## src/rtl/osd_arb_pkg.sv

```systemverilog
// osd_arb_pkg: shared state type and sizing constants for the OSD command arbiter.
package osd_arb_pkg;

   localparam int unsigned N_REQ  = 2;
   localparam int unsigned WORD_W = 16;

   typedef enum logic [2:0] {
      ST_IDLE   = 3'd0,
      ST_SETUP  = 3'd1,
      ST_LOAD   = 3'd2,
      ST_STB_HI = 3'd3,
      ST_STB_LO = 3'd4,
      ST_GAP    = 3'd5
   } arb_state_e;

endpackage

```

## src/rtl/osd_arb_rr.sv

```systemverilog
// osd_arb_rr: two-way round-robin pick; the requester not picked last wins a tie.
module osd_arb_rr
   import osd_arb_pkg::*;
(
   input  logic             clk_sys,
   input  logic             reset_n,
   input  logic [N_REQ-1:0] valid,
   input  logic             update,
   output logic [N_REQ-1:0] grant
);

   // last_r resets to 1 so that requester 0 takes the first tie
   logic             last_r;
   logic [N_REQ-1:0] grant_s;

   // one-hot pick from the valid vector and the pointer
   always_comb begin
      grant_s = 2'b00;
      case (valid)
         2'b01:   grant_s = 2'b01;
         2'b10:   grant_s = 2'b10;
         2'b11:   grant_s = last_r ? 2'b01 : 2'b10;
         default: grant_s = 2'b00;
      endcase
   end

   // pointer records the requester taken on each pick
   always_ff @(posedge clk_sys or negedge reset_n) begin
      if (!reset_n) begin
         last_r <= 1'b1;
      end else if (update) begin
         last_r <= grant_s[1];
      end else begin
         last_r <= last_r;
      end
   end

   assign grant = grant_s;

endmodule

```

## src/rtl/osd_cmd_arb.sv

```systemverilog
// osd_cmd_arb: arbitrates two word-burst requesters onto the strobed OSD command bus.
// Optional LOAD stall timeout with abort pulse is enabled by defining OSD_ARB_TIMEOUT_EN.
module osd_cmd_arb
   import osd_arb_pkg::*;
#(
   parameter int unsigned STB_CYCLES = 2,
   parameter int unsigned GAP_CYCLES = 4,
   parameter int unsigned TIMEOUT    = 1024
) (
   input  logic                    clk_sys,
   input  logic                    reset_n,
   input  logic [N_REQ-1:0]        rq_valid,
   input  logic [N_REQ*WORD_W-1:0] rq_data,
   input  logic [N_REQ-1:0]        rq_last,
   output logic [N_REQ-1:0]        rq_ready,
   output logic                    io_osd,
   output logic                    io_strobe,
   output logic [WORD_W-1:0]       io_din,
   output logic [N_REQ-1:0]        grant,
   output logic                    busy,
   output logic                    abort
);

   localparam int unsigned STB_W = 4;
   localparam int unsigned GAP_W = 8;
   localparam int unsigned TMO_W = $clog2(TIMEOUT + 1);
   localparam logic [STB_W-1:0] STB_LAST = STB_W'(STB_CYCLES - 1);
   localparam logic [GAP_W-1:0] GAP_LAST = GAP_W'(GAP_CYCLES - 1);
   localparam logic [TMO_W-1:0] TMO_MAX  = TMO_W'(TIMEOUT);

   arb_state_e        state_r;
   arb_state_e        state_s;
   logic [STB_W-1:0]  stb_cnt_r;
   logic [GAP_W-1:0]  gap_cnt_r;
   logic [TMO_W-1:0]  tmo_cnt_r;
   logic [N_REQ-1:0]  grant_r;
   logic [N_REQ-1:0]  rr_grant_s;
   logic [WORD_W-1:0] din_r;
   logic [WORD_W-1:0] gdata_s;
   logic              last_r;
   logic              osd_r;
   logic              strobe_r;
   logic              busy_r;
   logic              abort_r;
   logic              gvalid_s;
   logic              glast_s;
   logic              pick_s;
   logic              accept_s;
   logic              tmo_pre_s;
   logic              tmo_hit_s;

   assign gvalid_s = |(rq_valid & grant_r);
   assign glast_s  = |(rq_last & grant_r);
   assign gdata_s  = grant_r[1] ? rq_data[2*WORD_W-1:WORD_W] : rq_data[WORD_W-1:0];
   assign pick_s   = (state_r == ST_IDLE) && (|rq_valid);
   assign accept_s = (state_r == ST_LOAD) && gvalid_s && !tmo_hit_s;

`ifdef OSD_ARB_TIMEOUT_EN
   localparam logic [TMO_W-1:0] TMO_PRE = TMO_W'(TIMEOUT - 1);
   // abort is registered one cycle ahead of the forced exit so it leads io_osd falling
   assign tmo_pre_s = (state_r == ST_LOAD) && !gvalid_s && (tmo_cnt_r == TMO_PRE);
   assign tmo_hit_s = (state_r == ST_LOAD) && (tmo_cnt_r == TMO_MAX);
`else
   assign tmo_pre_s = 1'b0;
   assign tmo_hit_s = 1'b0;
`endif

   osd_arb_rr u_rr (
      .clk_sys (clk_sys),
      .reset_n (reset_n),
      .valid   (rq_valid),
      .update  (pick_s),
      .grant   (rr_grant_s)
   );

   // next-state decode
   always_comb begin
      state_s = state_r;
      case (state_r)
         ST_IDLE: begin
            if (pick_s) state_s = ST_SETUP;
            else        state_s = ST_IDLE;
         end
         ST_SETUP: state_s = ST_LOAD;
         ST_LOAD: begin
            if (tmo_hit_s)     state_s = ST_GAP;
            else if (gvalid_s) state_s = ST_STB_HI;
            else               state_s = ST_LOAD;
         end
         ST_STB_HI: begin
            if (stb_cnt_r == STB_LAST) state_s = ST_STB_LO;
            else                       state_s = ST_STB_HI;
         end
         ST_STB_LO: begin
            if (stb_cnt_r != STB_LAST) state_s = ST_STB_LO;
            else if (last_r)           state_s = ST_GAP;
            else                       state_s = ST_LOAD;
         end
         ST_GAP: begin
            if (gap_cnt_r == GAP_LAST) state_s = ST_IDLE;
            else                       state_s = ST_GAP;
         end
         default: state_s = ST_IDLE;
      endcase
   end

   // state, registered bus outputs and captured word
   always_ff @(posedge clk_sys or negedge reset_n) begin
      if (!reset_n) begin
         state_r  <= ST_IDLE;
         osd_r    <= 1'b0;
         strobe_r <= 1'b0;
         busy_r   <= 1'b0;
         abort_r  <= 1'b0;
         grant_r  <= 2'b00;
         din_r    <= 16'h0000;
         last_r   <= 1'b0;
      end else begin
         state_r  <= state_s;
         osd_r    <= (state_s == ST_SETUP) || (state_s == ST_LOAD) ||
                     (state_s == ST_STB_HI) || (state_s == ST_STB_LO);
         strobe_r <= (state_s == ST_STB_HI);
         busy_r   <= (state_s != ST_IDLE);
         abort_r  <= tmo_pre_s;
         if (pick_s)                grant_r <= rr_grant_s;
         else if (state_s == ST_GAP) grant_r <= 2'b00;
         else                       grant_r <= grant_r;
         if (accept_s) begin
            din_r  <= gdata_s;
            last_r <= glast_s;
         end else begin
            din_r  <= din_r;
            last_r <= last_r;
         end
      end
   end

   // strobe, gap and stall counters; the stall counter restarts on every LOAD entry
   always_ff @(posedge clk_sys or negedge reset_n) begin
      if (!reset_n) begin
         stb_cnt_r <= 4'd0;
         gap_cnt_r <= 8'd0;
         tmo_cnt_r <= {TMO_W{1'b0}};
      end else begin
         if (((state_r == ST_STB_HI) || (state_r == ST_STB_LO)) && (stb_cnt_r != STB_LAST))
            stb_cnt_r <= stb_cnt_r + 4'd1;
         else
            stb_cnt_r <= 4'd0;
         if ((state_r == ST_GAP) && (gap_cnt_r != GAP_LAST))
            gap_cnt_r <= gap_cnt_r + 8'd1;
         else
            gap_cnt_r <= 8'd0;
         if (state_r != ST_LOAD)
            tmo_cnt_r <= {TMO_W{1'b0}};
         else if (!gvalid_s && (tmo_cnt_r != TMO_MAX))
            tmo_cnt_r <= tmo_cnt_r + {{(TMO_W-1){1'b0}}, 1'b1};
         else
            tmo_cnt_r <= tmo_cnt_r;
      end
   end

   assign rq_ready  = accept_s ? grant_r : 2'b00;
   assign io_osd    = osd_r;
   assign io_strobe = strobe_r;
   assign io_din    = din_r;
   assign grant     = grant_r;
   assign busy      = busy_r;
   assign abort     = abort_r;

endmodule

```

## config.mk

```make
export PLATFORM = sky130hd
export DESIGN_NAME = osd_cmd_arb
export DESIGN_NICKNAME = d
export VERILOG_FILES = /design/src/rtl/osd_arb_pkg.sv /design/src/rtl/osd_arb_rr.sv /design/src/rtl/osd_cmd_arb.sv
export SDC_FILE = /design/constraint.sdc
export NUM_CORES = 1
export LEC_CHECK = 0
export CAP_MARGIN = 20
export CORE_UTILIZATION = 30
export CTS_BUF_LIST = sky130_fd_sc_hd__clkbuf_4
export CTS_CLUSTER_SIZE = 30
export DETAILED_ROUTE_END_ITERATION = 7
export PLACE_DENSITY = 0.68
export SLEW_MARGIN = 5
export SYNTH_ARGS = -nofsm -noshare
export SYNTH_HDL_FRONTEND = slang
export SYNTH_SLANG_ARGS = --single-unit
```

## constraint.sdc

```tcl
create_clock -name clk_sys -period 1.4 [get_ports clk_sys]
set_input_delay 0.28 -clock clk_sys [delete_from_list [all_inputs] [get_ports clk_sys]]
set_output_delay 0.28 -clock clk_sys [all_outputs]
set_load 0.01 [all_outputs]
```

# --- Word level (Yosys, flattened, before mapping) ---
# Cells that the tools add are included.
classes:
  n_addsub: 2
  n_eq_ne: 17
  n_mux: 15
  n_bitwise: 2
  reduce_logical: 14
ops:
  columns: ["cell", "count"]
  rows:
  - ["$pmux 3 s6", 1]
  - ["$mux 16", 1]
  - ["$eq 3x2->1 const B", 4]
  - ["$eq 3x3->1 const B", 4]
  - ["$mux 3", 4]
  - ["$add 8x1->8 const B", 1]
  - ["$eq 8x2->1 const B", 1]
  - ["$mux 2", 4]
  - ["$mux 8", 1]
  - ["$ne 8x2->1 const B", 1]
  - ["$eq 3x1->1 const B", 2]
  - ["$pmux 2 s3", 1]
  - ["$reduce_or 2->1", 3]
  - ["$add 4x1->4 const B", 1]
  - ["$and 2x2->2", 2]
  - ["$eq 2x2->1 const B", 2]
  - ["$eq 4x1->1 const B", 1]
  - ["$logic_and 1x1->1", 4]
  - ["$logic_or 1x1->1", 4]
  - ["$mux 4", 1]
  - ["$ne 4x1->1 const B", 1]
  - ["$logic_not 3->1", 1]
  - ["$reduce_bool 3->1", 1]
  - ["$eq 2x1->1 const B", 1]
  - ["other kinds (2)", 3]
word_totals:
  regBits: 38
  output_inout_bits: 24
  elab_cells: 60

# --- Longest topological paths before layout ---
# Gate-level depths: netlist of run 1.
depth:
  word_depth: 8
  depth_mapped: 7

# --- Modules after synthesis ---
# From an unflattened synthesis of run 1, not the netlist that was laid out.
unflattened:
  cells_unflattened: 180
  area_unflattened_um2: 1878.1
modules_own_cells:
  columns: ["mod", "n_inst", "cells_per_inst", "area_each_um2", "seq_area_each_um2"]
  rows:
  - ["osd_cmd_arb", 1, 175, 1814.2, 925.9]
  - ["osd_arb_rr", 1, 5, 63.8, 26.3]

# --- Worst setup path after synthesis of run 1 ---
# No wires, ideal clock.
synth_timing:
  path_kind: "register -> output"
  from: "register grant_r[1], in the netlist grant[1]"
  to: "output rq_ready[0]"
  t_arrival_ns: 1.402
  required_ns: 1.120
  slack_ns: -0.282
  stages_incl_launch_ff: 7
  path_buffers: 3
  path_cell_list: "dfrtp_1 buf_6 a22oi_2 or3_1 buf_4 buf_6 nor2_1"
synth_via:
  elab_chain_len: 4
synth_rtl:
  columns: ["element", "line", "rtl"]
  rows:
  - ["start: declaration", "osd_cmd_arb.sv:36", "logic [N_REQ-1:0] grant_r;"]
  - ["start signal: assignment", "osd_cmd_arb.sv:125", "if (pick_s) grant_r <= rr_grant_s;"]
  - ["start signal: assignment", "osd_cmd_arb.sv:127", "else grant_r <= grant_r;"]
  - ["$and 2x2->2", "osd_cmd_arb.sv:52", "assign gvalid_s = |(rq_valid & grant_r);"]
  - ["$reduce_or 2->1", "osd_cmd_arb.sv:52", null]
  - ["$logic_and 1x1->1", "osd_cmd_arb.sv:56", "assign accept_s = (state_r == ST_LOAD) && gvalid_s && !tmo_hit_s;"]
  - ["$mux 2", "osd_cmd_arb.sv:162", "assign rq_ready = accept_s ? grant_r : 2'b00;"]
  - ["end: declaration", "osd_cmd_arb.sv:15", "output logic [N_REQ-1:0] rq_ready,"]
# No other way between the ends.

# --- Final worst setup path of run 1 ---
layout_timing:
  from: "input rq_valid[0]"
  to: "output rq_ready[0]"
layout_via:
  elab_chain_len: 4
layout_rtl:
  columns: ["element", "line", "rtl"]
  rows:
  - ["start: declaration", "osd_cmd_arb.sv:12", "input logic [N_REQ-1:0] rq_valid,"]
  - ["$and 2x2->2", "osd_cmd_arb.sv:52", null]
  - ["$reduce_or 2->1", "osd_cmd_arb.sv:52", null]
  - ["$logic_and 1x1->1", "osd_cmd_arb.sv:56", null]
  - ["$mux 2", "osd_cmd_arb.sv:162", null]
# No other way between the ends.

==> run metrics, run 1 <==
R2R Setup Slk=-220 ps; FFs w/ async S/R, synth=1.00; core footprint=5990 um2; GR Overflow Total=0; CP Capture Type=primary output; worst endpoint data arrival time=1490 ps; failing checks=negative setup slack; vias post-DR=1,623; Comb pwr share=0.574; dpl hpwl=3200 um; worst-case vdd ir drop=1.29 mV; unrepaired setup endpoints after global routing=yes; fin area=2980 um2; DR iter-0 viols=just under 100; Detailed Routing Iterations Pass 1=4; Placed Area=2720 um2; final net count=310; slowest CP cell=clkdlybuf4s50_1; Setup Viol. Count Final=28; Fmax=0.565 GHz; ratio of cells with drive above 1 in the final layout=0.289; number of flops mapped to enable cells by yosys=0; synth warn=0; Total Power=5.29 mW; I/O pin count=62; drt via density=approximately 4.7; synthesized flop and latch total=38; clock power share=0.099; min Tclk post-route=1770 ps; Sw Share=0.385; Die Span Y=81.4 um; crit start category=primary input; top-count cell post-synth=dfrtp_1; maxcap violations=0; die area=6620 um2; Post-synth top flop=dfrtp_1; area grow syn2layout=57.5%; Fin Clk Skew=14.1 ps; I/O Buffers=60; top post-synthesis cells by count=dfrtp_1 (37), nand2_1 (23), nor2_1 (19); Final WS setup=-369 ps; crit path cell chain=clkdlybuf4s50_1, a22oi_2, or3_4, nor2_4, buf_6; Sequential Area=952 um2; CTS tree=built; sequential fraction of the synthesis area=0.504; vias in the first global route=about 1,700; area occupied by multi-input gates=975 um2; met2 Resource Use GR=0.278; share of power burned in registers=0.327; GR Util met1=0.172; post-synth cell types=43; Setup CP Type=in -> out; Max Buffers Root-to-Sink=2; clk slew on worst S/H paths=110 ps; GRT Overall Usage=0.155; largest net degree at the start of global routing=25; cell taking the most area after synthesis=dfrtp_1; num rows=28; P_leak=1.41 nW; RD Place Congestion=0.759; syn avg cell area=between 10 and 15 um2; Clk Latency, worst-skew pair=350 ps; Hold Fails Final Rpt=0; Top Usage Layer GRT=met2; worst endpoint required time=~1100 ps; Final Max Tran Viols=0; initial antenna violation count=0; synthesized area=between 1500 and 2000 um2; ANT nets after route=0; CP Max Fanout=3; DRC viols=0; wire per inst=13.4 um; met3 Usage GRT=0.0348; CTS H-Tree Depth=2; ant diodes=0; Post-Syn Instances=180; CP max stage delay=roughly 520 ps; Final Cycle Share=1.26; Root Driver=clkbuf_4; DRT Wirelength=~4600 um; Internal=3.26 mW; post-synth top area share=0.490; status=complete, but fails checks; Starting Density=0.315; die span in x=slightly above 80 um; pwr dens=1780 nW/um2; Mapped Nets=~220; first-pass GRT wire length=7650 um; Num CTS Buffers=5; Hold WC Path Type=in -> async; fill count=around 560; sw power=~2.0 mW; top area cells in the synthesized netlist=dfrtp_1 (49%), mux2i_1 (8.5%), o21ai_2 (4.6%); clk sinks=38
-- power by group through the flow --
stage               Clock (mW)  Sequential, mW  Combinational [mW]
floorplan                    0            1.87                1.25
global route             0.607            1.78                3.31
global placement             0            1.73                2.68
detailed placement           0            1.75                2.73
CTS                      0.552            1.73                2.95
finish                   0.525            1.73                3.04
-- critical path, delay by kind of cell --
family	cells	cell delay, ps
and+or+nand+nor	2	480
AOI/OAI and AO/OA	1	110
buffers and inverters	2	620
-- sequential cells by signal, summed over array words and instances (netlist names) --
register / count
u_rr.last_r: 1
grant: 2
busy: 1
state_r: 3
gap_cnt_r: 8
io_din: 16
io_strobe: 1
io_osd: 1
last_r: 1
stb_cnt_r: 4
-- through the flow --
stage	hold WS [ps]	util	setup TNS [ps]	instances	setup WS (ps)
floorplan	-15.6	-	-1460	180	-208
global placement	213	0.454	-12210	331	-860
detailed placement	228	0.454	-13310	331	-892
CTS	365	0.485	-4090	346	-382
global route	417	0.497	-6190	345	-440
finish	392	0.497	-4260	345	-369
-- worst paths after layout --
path	start	to	depth (start not counted)
setup / recovery	rq_valid[0]	rq_ready[0]	5
hold / removal	reset_n	io_din[7]	2
setup reg to reg	state_r[2]	io_din[8]	6
hold reg to reg	gap_cnt_r[0]	gap_cnt_r[0]	1
max in group asynchronous	reset_n	u_rr.last_r	3
min in group clk_sys	gap_cnt_r[0]	gap_cnt_r[0]	1
-- placed cells by master, fill, tap and decap left out, types with 3 or more instances in the layout --
cell type / netlist / final
a21oi_1: 4 / 4
buf_12: 0 / 3
buf_4: 2 / 21
buf_6: 5 / 8
clkbuf_4: 0 / 5
clkdlybuf4s50_1: 0 / 36
clkinv_1: 0 / 3
dfrtp_1: 37 / 37
dlygate4sd2_1: 0 / 19
inv_1: 5 / 5
mux2i_1: 16 / 16
nand2_1: 23 / 19
nand2_2: 0 / 4
nand3_1: 3 / 3
nor2_1: 19 / 9
nor2_2: 0 / 6
nor2_4: 0 / 4
o21ai_0: 4 / 3
o21ai_1: 7 / 5
o21ai_2: 10 / 13
xnor2_1: 4 / 4
xor2_1: 4 / 4
-- routing by layer --
| metal | routed length, um | up-vias | part of all wire |
|---|---|---|---|
| li1 | - | 803 | - |
| met1 | 1920 | 764 | 0.41 |
| met2 | 2400 | 50 | 0.52 |
| met3 | 247 | 6 | 0.053 |
| met4 | 52 | 0 | 0.011 |
| met5 | 0 | - | 0 |
-- what timing repair did --
item                       CTS  global route
buffers inserted             5             3
hold buffers                 1             0
pin swaps                    3             7
setup endpoints to repair   52            36
gates resized for setup     56            22
gates cloned                 1             0
hold endpoints to repair    14             0
-- logic make-up after synthesis --
group / after synthesis / synth area share
flops: 38 / 0.504
other cells: 1 / 0.00198
fa+ha+maj: 3 / 0.0199
compound gates: 41 / 0.156
simple gates: 59 / 0.144
mux: 16 / 0.0848
xor+xnor: 8 / 0.0371
buf+inv: 14 / 0.0523
-- final cells by class --
| class | instances | share of cell area |
|---|---|---|
| multi-input cells | 128 | 0.328 |
| repair buffers | 91 | 0.298 |
| clock buffers | 5 | 0.0126 |
| clock inverters | 3 | 0.00378 |
| inverters | 5 | 0.00631 |
| well taps | 75 | 0.0315 |
| flip-flops and latches | 38 | 0.320 |
No activity file was read; power rests on OpenSTA's default activity.
==> run 2, diff against run 1 <==
REMOVE_ABC_BUFFERS = 1   (was default)
TNS_END_PERCENT = 10   (was default)
==> run 2 against run 1 <==
Against the previous run:
- the run still ends with negative setup slack left
- sequential share of layout area grew 0.40 points
- critical endpoint is now rq_ready[1]
- power shrank 2.3%
- non-clock buffer count grew 6
- worst setup slack lost 1.8 ps
- count of clock-buffer cells in the layout is the same
- final area shrank 1.2%
- wire length shrank 4.0%
- clock power grew 5.1%
- combinational power shrank 4%
- register-to-register slack gained 100 ps
- critical path depth shrank 1
==> run metrics, run 2 (same netlist as run 1, synthesis figures left out) <==
status=complete, but fails checks (unchanged); failing checks=negative setup slack (unchanged); worst-case vdd ir drop=0.788 mV (was 1.29 mV); ANT nets after route=0 (unchanged); Placed Area=2710 um2 (was 2720 um2); commonest non-fill, non-tap cell in the layout=dfrtp_1 (unchanged); most frequent cells in the layout=dfrtp_1 (37), clkdlybuf4s50_1 (36), buf_4 (27) (was dfrtp_1 (37), clkdlybuf4s50_1 (36), buf_4 (21)); wire per inst=12.6 um (was 13.4 um); Hold WC Path Type=in -> async (unchanged); area grow syn2layout=55.6% (was 57.5%); Post-Layout Cell Count=351 (was 345); Max Buffers Root-to-Sink=2 (unchanged); DRC viols=0 (unchanged); CP Capture Type=primary output (unchanged); Clk Latency, worst-skew pair=340 ps (was 350 ps); fin area=2940 um2 (was 2980 um2); ant diodes=0 (unchanged); Fin Clk Skew=15.7 ps (was 14.1 ps); clk slew on worst S/H paths=120 ps (was 110 ps); min Tclk post-route=1770 ps (about the same); num rows=28 (unchanged); core footprint=5990 um2 (unchanged); die area=6620 um2 (unchanged); Root Driver=clkbuf_4 (unchanged); Final Max Tran Viols=0 (unchanged); die span in x=81.4 um (unchanged); Setup CP Type=reg -> out (was in -> out); met2 Resource Use GR=0.242 (was 0.278); share of power burned in registers=0.330 (was 0.327); CTS H-Tree Depth=2 (unchanged); worst endpoint required time=1120 ps (about the same); I/O pin count=62 (unchanged); unrepaired setup endpoints after global routing=yes (unchanged); DRT Wirelength=4430 um (was 4620 um); pwr dens=1760 nW/um2 (was 1780 nW/um2); Top Usage Layer GRT=met2 (unchanged); dpl hpwl=3090 um (was 3200 um); initial antenna violation count=0 (unchanged); Starting Density=0.315 (unchanged); Largest register FFs=16 (unchanged); CTS tree=built (unchanged); RD Place Congestion=0.863 (was 0.759); Comb pwr share=0.563 (was 0.574); CP Max Fanout=3 (unchanged); GR Overflow Total=0 (unchanged); ratio of cells with drive above 1 in the final layout=0.261 (was 0.289); dpl cells=332 (was 331); Internal=3.21 mW (was 3.26 mW); first-pass GRT wire length=7200 um (was 7650 um); Hold Fails Final Rpt=0 (unchanged); Sw Share=0.379 (was 0.385); sw power=1.96 mW (was 2.04 mW); GRT Overall Usage=0.146 (was 0.155); crit start category=register (was primary input); clk sinks=38 (unchanged); DR iter-0 viols=60 (was 98); Num CTS Buffers=5 (unchanged); Fmax=0.565 GHz (about the same); setup TNS=-2270 ps (was -4260 ps); drt via density=4.72 (was 4.70); P_leak=1.42 nW (was 1.41 nW); vias post-DR=1,657 (was 1,623); Detailed Routing Iterations Pass 1=4 (unchanged); Final WS setup=-371 ps (was -369 ps); I/O Buffers=60 (unchanged); Setup Viol. Count Final=28 (unchanged); Die Span Y=81.4 um (unchanged); worst endpoint data arrival time=1490 ps (about the same); met3 Usage GRT=0.0618 (was 0.0348); fill count=575 (was 556); Total Power=5.17 mW (was 5.29 mW); maxcap violations=0 (unchanged); WHS=367 ps (was 392 ps); Final Cycle Share=1.27 (was 1.26); vias in the first global route=1,598 (was 1,738); largest net degree at the start of global routing=35 (was 25); final net count=316 (was 310); GR Util met1=0.170 (was 0.172); Core Util, Final=0.491 (was 0.497); clock power share=0.107 (was 0.099); Place WS=-854 ps (was -892 ps)
==> run 2: cell types whose count changed in the layout (fill, tap and decap cells not counted), moves of 2 or more <==
cell,change
nor2_4,-3
nand2_1,+3
nor2_1,+6
clkinv_1,-2
nand2_2,-3
nor2_2,-3
buf_4,+6
o21ai_1,+2
o21ai_2,-2
o311ai_0,+2
o311ai_1,-2
buf_6,-2
==> run 2: worst paths after layout <==
path,start,to,slack (ps),cells after the start
worst min-delay path,reset_n,io_din[11],370,2
worst min register to register,gap_cnt_r[0],gap_cnt_r[0],470,1
worst max register to register,state_r[2],last_r,-120,6
max in group asynchronous,reset_n,io_din[7],550,3
worst max-delay path,state_r[2],rq_ready[1],-370,4
min in group clk_sys,gap_cnt_r[0],gap_cnt_r[0],470,1
==> run 2: cell type report <==
type	count	area (um2)	area share
clock inverters	3	16.3	0.00553
multi-input cells	128	898	0.306
clock buffers	5	37.5	0.0128
flip-flops and latches	38	952	0.324
repair buffers	97	922	0.314
well taps	75	93.8	0.0319
inverters	5	18.8	0.00639
==> run 2: metal layers <==
layer	vias up	routed length, um	share of wire
li1	814	-	-
met1	789	1890	0.43
met2	50	2170	0.49
met3	4	327	0.074
met4	0	44	0.0099
met5	-	0	0
==> run 2: repair_timing <==
action	4_1_cts	5_1_grt
cloned	0	1
hold endpoints to repair	11	0
pin swaps	2	1
hold buffers	1	0
endpoints found under the setup margin	58	40
setup buffers	8	1
gates resized for setup	50	14
==> run 2: power by group through the flow <==
| stage | Sequential (mW) | Clock, mW | Combinational [mW] |
|---|---|---|---|
| after global routing | 1.76 | 0.635 | 3.20 |
| final | 1.70 | 0.552 | 2.91 |
| after floorplan | 1.93 | 0 | 0.965 |
| after CTS | 1.71 | 0.578 | 2.70 |
| after detailed placement | 1.73 | 0 | 2.67 |
| after global placement | 1.73 | 0 | 2.64 |
==> run 2: critical path: stages (launching register included) <==
cell and delay, ps:
dfrtp_1 400, nand2b_4 140, or3_4 390, nor2_2 110, buf_6 120
